`src/rtl/apb_rcc_ctrl.sv`:
```
// APB reset and clock-control block: per-channel divided clock-enable strobes
// and software-triggered, stretched active-low resets with registered outputs.
module apb_rcc_ctrl #(
    parameter int                NUM_CH     = 8,
    parameter int                DIV_W      = 8,
    parameter int                RST_CYCLES = 4,
    parameter logic [NUM_CH-1:0] EN_RESET   = '1,
    parameter int                ADDR_W     = 5
) (
    input  logic              io_ahb_PCLK,
    input  logic              io_ahb_PRESETn,
    input  logic [ADDR_W-1:0] io_ahb_PADDR,
    input  logic              io_ahb_PSEL,
    input  logic              io_ahb_PENABLE,
    input  logic              io_ahb_PWRITE,
    input  logic [31:0]       io_ahb_PWDATA,
    output logic              io_ahb_PREADY,
    output logic [31:0]       io_ahb_PRDATA,
    output logic              io_ahb_PSLVERROR,
    output logic [NUM_CH-1:0] ch_clk_en,
    output logic [NUM_CH-1:0] ch_rst_n
);

    logic [NUM_CH-1:0] enr_q;
    logic [NUM_CH-1:0] busy;
    logic [NUM_CH-1:0] tc;
    logic [DIV_W-1:0]  div_q     [NUM_CH];
    logic [DIV_W-1:0]  cnt_q     [NUM_CH];
    logic [DIV_W-1:0]  div_act_q [NUM_CH];
    logic [7:0]        rc_q      [NUM_CH];
    logic [31:0]       idx;
    logic              access;
    logic              err;
    logic              wr;
    logic              unused_pwdata;

    assign unused_pwdata = ^io_ahb_PWDATA;
    assign idx           = 32'(io_ahb_PADDR);
    assign access        = io_ahb_PRESETn & io_ahb_PSEL & io_ahb_PENABLE;
    assign err           = access & ((idx > 32'(2 + NUM_CH)) |
                                     (io_ahb_PWRITE & (idx == 32'd2)));
    assign wr            = access & io_ahb_PWRITE & ~err;

    assign io_ahb_PREADY    = 1'b1;
    assign io_ahb_PSLVERROR = err;

    always_comb begin
        busy = '0;
        tc   = '0;
        for (int unsigned i = 0; i < NUM_CH; i++) begin
            busy[i] = (rc_q[i] != 8'd0);
            tc[i]   = (cnt_q[i] == div_act_q[i]);
        end
    end

    always_comb begin
        io_ahb_PRDATA = '0;
        if (access && !io_ahb_PWRITE && !err) begin
            case (idx)
                32'd0:   io_ahb_PRDATA[NUM_CH-1:0] = enr_q;
                32'd1:   io_ahb_PRDATA[NUM_CH-1:0] = busy;
                32'd2:   io_ahb_PRDATA[NUM_CH-1:0] = enr_q & ~busy;
                default: begin
                    for (int unsigned i = 0; i < NUM_CH; i++) begin
                        if (idx == 32'(3 + i))
                            io_ahb_PRDATA[DIV_W-1:0] = div_q[i];
                    end
                end
            endcase
        end
    end

    always_ff @(posedge io_ahb_PCLK or negedge io_ahb_PRESETn) begin
        if (!io_ahb_PRESETn) begin
            enr_q <= EN_RESET;
            for (int unsigned i = 0; i < NUM_CH; i++)
                div_q[i] <= '0;
        end else if (wr) begin
            if (idx == 32'd0)
                enr_q <= io_ahb_PWDATA[NUM_CH-1:0];
            for (int unsigned i = 0; i < NUM_CH; i++) begin
                if (idx == 32'(3 + i))
                    div_q[i] <= io_ahb_PWDATA[DIV_W-1:0];
            end
        end
    end

    // TC reloads div_act from the pre-write DIV value, so a DIV write lands one period later.
    always_ff @(posedge io_ahb_PCLK or negedge io_ahb_PRESETn) begin
        if (!io_ahb_PRESETn) begin
            ch_clk_en <= '0;
            ch_rst_n  <= '0;
            for (int unsigned i = 0; i < NUM_CH; i++) begin
                cnt_q[i]     <= '0;
                div_act_q[i] <= '0;
                rc_q[i]      <= 8'(RST_CYCLES);
            end
        end else begin
            for (int unsigned i = 0; i < NUM_CH; i++) begin
                if (tc[i]) begin
                    cnt_q[i]     <= '0;
                    div_act_q[i] <= div_q[i];
                end else begin
                    cnt_q[i] <= cnt_q[i] + 1'b1;
                end
                if (wr && (idx == 32'd1) && io_ahb_PWDATA[i])
                    rc_q[i] <= 8'(RST_CYCLES);
                else if (busy[i])
                    rc_q[i] <= rc_q[i] - 8'd1;
                ch_clk_en[i] <= busy[i] | (tc[i] & enr_q[i]);
                ch_rst_n[i]  <= ~busy[i];
            end
        end
    end

endmodule

```
`config.mk`:
```
export PLATFORM = sky130hd
export DESIGN_NAME = apb_rcc_ctrl
export DESIGN_NICKNAME = d
export VERILOG_FILES = /design/src/rtl/apb_rcc_ctrl.sv
export SDC_FILE = /design/constraint.sdc
export NUM_CORES = 1
export LEC_CHECK = 0
export ABC_AREA = 1
export CORE_MARGIN = 5
export CORE_UTILIZATION = 39
export DETAILED_ROUTE_END_ITERATION = 10
export HOLD_SLACK_MARGIN = 0.08
export SLEW_MARGIN = 25
export SYNTH_ARGS = -nofsm -noshare
export SYNTH_HDL_FRONTEND = slang
export SYNTH_SLANG_ARGS = --single-unit
```
`constraint.sdc`:
```
create_clock -name io_ahb_PCLK -period 2.3 [get_ports io_ahb_PCLK]
set_clock_uncertainty 0.2 [all_clocks]
set_input_delay 0.46 -clock io_ahb_PCLK [delete_from_list [all_inputs] [get_ports io_ahb_PCLK]]
set_output_delay 0.46 -clock io_ahb_PCLK [all_outputs]
set_load 0.01 [all_outputs]
```
### Word-level counts from Yosys, hierarchy flattened

Index checks and enable logic that the tools add are counted.

| storage, ports and cells | value |
|---|---|
| output and inout bits | 50 |
| bits in registers | 280 |

| cells by class | value |
|---|---|
| add/subtract/negate cells | 16 |
| reductions and logical operators | 39 |
| mux-type cells | 34 |
| equal/unequal tests | 18 |
| order comparisons | 1 |
| bitwise operators | 34 |

Operators by type and width:

| kind | count |
|---|---|
| 8-bit two-way mux | 33 |
| 8-bit by 1-bit adder with 8-bit output, second input constant | 8 |
| 8-bit equality test | 8 |
| 8-bit nonzero test | 8 |
| 8-bit by 1-bit subtractor with 8-bit output, second input constant | 8 |
| 32-bit zero test | 1 |
| 8-bit one-hot mux with 3 select lines | 1 |
| 5-bit by 3-bit equality test with 1-bit output, second input constant | 4 |
| 2-bit AND reduction | 9 |
| 2-bit nonzero test | 8 |
| 5-bit by 4-bit equality test with 1-bit output, second input constant | 3 |
| 1-bit AND | 14 |
| 1-bit logical AND | 11 |
| 5-bit by 2-bit equality test with 1-bit output, second input constant | 2 |
| 1-bit NOT | 9 |
| 1-bit OR | 9 |
| 8-bit AND | 1 |
| 8-bit NOT | 1 |
| 5-bit by 1-bit equality test with 1-bit output, second input constant | 1 |
| 5-bit by 4-bit greater-than comparator with 1-bit output, second input constant | 1 |
| 1-bit zero test | 2 |

### Logic depth before layout (Yosys ltp)

| depth | value |
|---|---|
| word-level depth | 11 |
| gate-level depth with buffers | 12 |
| depth with buffers taken out | 11 |

### Worst setup path after synthesis

No wires, ideal clock.

| path | value |
|---|---|
| path kind | input to output |
| start point | input io_ahb_PADDR[4] |
| end point | output io_ahb_PRDATA[0] |
| data required time | 1.640 ns |
| arrival | 1.609 ns |
| setup slack | 0.031 ns |
| cell stages on the path | 9 |
| cell sequence | nor2_1 -> nand2_1 -> nor2_2 -> inv_1 -> nand2_1 -> o21ai_0 -> nand4_1 -> nor2_1 -> nor2_1 |

| on the way | value |
|---|---|
| cells in the longest elaborated chain, start to end | 11 |
| elaborated cells on any way between the ends | 27 |
| those cells by class | order compare (1); eq/ne (10); mux (10); bitwise (3); reduce/logical (3) |

Ends and longest elaborated chain:

| what | RTL line | text |
|---|---|---|
| start, declared | 12 | `input logic [ADDR_W-1:0] io_ahb_PADDR,` |
| 5-bit by 2-bit equality test with 1-bit output | 65 | `if (idx == 32'(3 + i))` |
| 8-bit two-way mux (8 in series) | 65 |  |
| 8-bit one-hot mux with 3 select lines | 59 | `case (idx)` |
| 8-bit two-way mux (*) | 58 | `if (access && !io_ahb_PWRITE && !err) begin` |
| end, declared | 18 | `output logic [31:0] io_ahb_PRDATA,` |

Every way passes the cells marked *; elsewhere a longest branch is shown, timed or not.

### Worst setup path in the final report

| path | value |
|---|---|
| start point | register rc_q[24] (netlist bit) |
| end point | output io_ahb_PRDATA[4] |

| on the way | value |
|---|---|
| cells in the longest elaborated chain, start to end | 5 |

Ends and longest elaborated chain:

| what | RTL line | text |
|---|---|---|
| start, declared | 30 | `logic [7:0] rc_q [NUM_CH];` |
| start signal, assigned by index | 96 | `rc_q[i] <= 8'(RST_CYCLES);` |
| start signal, assigned by index | 107 | `rc_q[i] <= 8'(RST_CYCLES);` |
| start signal, assigned by index | 109 | `rc_q[i] <= rc_q[i] - 8'd1;` |
| 8-bit nonzero test (*) | 51 | `busy[i] = (rc_q[i] != 8'd0);` |
| 8-bit NOT | 62 | `32'd2: io_ahb_PRDATA[NUM_CH-1:0] = enr_q & ~busy;` |
| 8-bit AND | 62 |  |
| 8-bit one-hot mux with 3 select lines (*) | 59 |  |
| 8-bit two-way mux (*) | 58 |  |

Marks and branches as above.

==> flow_summary.json <==
{
  "startpoint": "rc_q[24]",
  "yosys.area.top_type": "dfrtp_1",
  "hold_viol_final": 0,
  "port-buffer-count": 42,
  "power.density_mw_per_mm2": 1110,
  "clock.fmax_mhz": 358,
  "synthMuxAreaShare": 0,
  "mappedNetlistArea_mm2": 0.0135,
  "clk_latency_ns": 0.56,
  "slew_headroom": 0.392,
  "ios": 92,
  "synth_top_area_frac": 0.490,
  "cp_max_fo": 2,
  "die-area_mm2": 0.0384,
  "rsz0062_at_grt": "true",
  "grt_pass1_vias": 10900,
  "vias_per_cell": 4.77,
  "utilization": 0.496,
  "area_delta_synth_final_pct": 26.3,
  "die_w_um": 196,
  "fin_nets": 1900,
  "grt_max_degree": 155,
  "htreeDepth": 1,
  "fin_crit_sh": 1.22,
  "start_util": 0.392,
  "antenna_found_initial": 3,
  "cts_tree": "done",
  "grt-ovfl-total": 0,
  "layout-drive-gt1-share": 0.204,
  "synth_edf_count": 0,
  "syn_area_per_cell_um2": 8.41,
  "ant_nets": 0,
  "reg2reg_from": "rc_q[10]",
  "worstHoldPathType": "input pin to async pin",
  "status": "finished, violations left",
  "ys_seq_area_frac": 0.521,
  "synthTopCellsByArea": "dfrtp_1, nand2_1, nor2_1, o21ai_0, xor2_1",
  "drt-total-wl_mm": 33.6,
  "crit_top_cell": "nand2_1",
  "cts_root_buffer": "clkbuf_16",
  "synth-seq-cells": 280,
  "synth-simple-area-share": 0.257,
  "clk_path_buf_depth": 3,
  "routabilityCongestion": 0.905,
  "critical_path_class": "flop to output pin",
  "tightest_slew_ns": 0.913,
  "drc": 0,
  "cts_buffers": 31,
  "synthXorXnorAreaFrac": 0.0591,
  "grt_first_pass_wirelength_mm": 55.5,
  "core_mm2": 0.0344,
  "synthTopCellsByCount": "nand2_1, dfrtp_1, nor2_1",
  "vdd_drop_max_mv": 0.789,
  "fin_cells": 2315,
  "fin_crit_ns": 2.80,
  "ys_types": 33,
  "hold_ws_ns": 0.216,
  "worstSetupStartpointType": "flop",
  "cts.sinks": 280,
  "clk_pin_slew_ns": 0.06,
  "avgRoutedWirePerCell_um": 14.5,
  "maxSlewViolCount": 0,
  "synth_fa_ha_area_frac": 0.0223,
  "crit_path_end_kind": "output pin",
  "synth_most_common_cell": "nand2_1",
  "p_total_mw": 18.9,
  "cp.arrival_ns": 2.14,
  "power.leakage_nw": 8.47,
  "die_h_um": 196,
  "violations": "setup timing",
  "crit_chain": "inv_2, ha_4, nor3b_2, nand2_1, clkinv_2, a21oi_2, o21ai_1, nand2_1, nor2_2, buf_2",
  "dr_total_vias": 11100,
  "grt_usage": 0.174,
  "path_delay_family": "simple AND/OR/NAND/NOR gates",
  "worst-path-buf-inv": 3,
  "synth_compound_area_frac": 0.0737,
  "netlist_instances": 1604,
  "ys.warnings.count": 0,
  "max_stage_delay_ns": 0.38,
  "worst_slack_ns": -0.495,
  "cp.required_ns": 1.64,
  "place_hpwl_mm": 23.8,
  "crit_slowest_cell": "dfrtp_1",
  "drt_iter0_markers": 991,
  "cap_violations": 0,
  "setup_violations": 8,
  "rows": 68,
  "drt_pass1_iterations": 6,
  "async_flop_share": 1.00,
  "synth_top_family_by_area": "simple AND/OR/NAND/NOR gates",
  "dp_cells": 2229,
  "ys.flop_type": "dfrtp_1"
}
area by class of cell:
cell class	count	area, um^2
well taps	455	569
multi-input cells	1140	5970
fillers	3289	17300
diodes	1	2.50
repair buffers	227	1870
clock inverters	6	86.3
clock buffers	52	925
flip-flops and latches	280	7030
inverters	154	581
layout by cell type, fill, tap and decap left out, types with 16 or more instances in the layout:
| cell | n |
|---|---|
| nand2_1 | 425 |
| dfrtp_1 | 264 |
| buf_4 | 172 |
| nor2_1 | 171 |
| o21ai_0 | 134 |
| inv_1 | 127 |
| xor2_1 | 68 |
| nand3_1 | 45 |
| a21oi_1 | 37 |
| nor3_1 | 34 |
| clkbuf_16 | 31 |
| nand4_1 | 27 |
| conb_1 | 25 |
| clkdlybuf4s50_1 | 25 |
| inv_2 | 23 |
| xnor2_1 | 23 |
| nor2_2 | 22 |
| ha_1 | 17 |
| dfstp_2 | 16 |
routing by layer:
layer	track usage	share of wire	vias to the layer above
li1	-	-	5520
met3	0.0297	0.052	62
met2	0.287	0.47	221
met5	0	0.00036	-
met4	0.0453	0.024	2
met1	0.239	0.45	5245
sequential cells by signal (all words and copies together) (netlist names):
signal,count
cnt_q,64
div_act_q,64
div_q,64
rc_q,64
ch_clk_en,8
ch_rst_n,8
enr_q,8
metrics by stage:
step / instance area, um^2 / setup TNS [ns] / worst slack [ns]
4_1_cts: 16900 / -3.14 / -0.497
5_1_grt: 17000 / -4.07 / -0.629
2_1_floorplan: 13600 / 0 / 0.0313
3_3_place_gp: 15500 / -55.54 / -0.986
6_report: 17000 / -3.10 / -0.495
3_5_place_dp: 15500 / -59.15 / -1.02
cells by family after synthesis:
| kind of cell | count (synthesis) |
|---|---|
| AOI/OAI and AO/OA | 195 |
| xor gates and xnor gates | 91 |
| adders and majority gates | 24 |
| buffers and inverters | 207 |
| DFF | 280 |
| other | 2 |
| and+or+nand+nor | 805 |
worst register-to-register path, cell delays in order, from the launching register on:
cell	delay, ns
dfstp_2	0.54
nor2_2	0.05
nand2_2	0.07
nor2_4	0.04
buf_4	0.12
buf_4	0.12
buf_4	0.12
buf_4	0.14
inv_1	0.14
nand2_1	0.10
xor2_1	0.21
nor2_1	0.07
worst paths after layout:
| path | end | slack [ns] | depth (start not counted) |
|---|---|---|---|
| worst max-delay path | io_ahb_PRDATA[4] | -0.50 | 10 |
| worst min-delay path | cnt_q[49] | 0.22 | 3 |
| worst max register to register | rc_q[11] | 0.25 | 11 |
| worst min register to register | div_q[7] | 0.28 | 2 |
| max in group asynchronous | rc_q[19] | 0.58 | 4 |
| min in group io_ahb_PCLK | div_q[7] | 0.28 | 2 |
power by group:
| group | switching, mW | total [mW] | leakage (nW) | internal [mW] |
|---|---|---|---|---|
| combinational | 3.25 | 6.32 | 4.40 | 3.08 |
| sequential | 1.21 | 7.67 | 3.58 | 6.46 |
| clock | 1.96 | 4.90 | 0.490 | 2.94 |
what timing repair did:
item / in CTS / in global routing
hold buffers: 1 / 0
endpoints found under the setup margin: 9 / 9
pin swaps: 39 / 14
resized for setup: 141 / 29
endpoints found under the hold margin: 17 / 0
buffers inserted: 24 / 3
No activity file was read; power rests on OpenSTA's default activity.
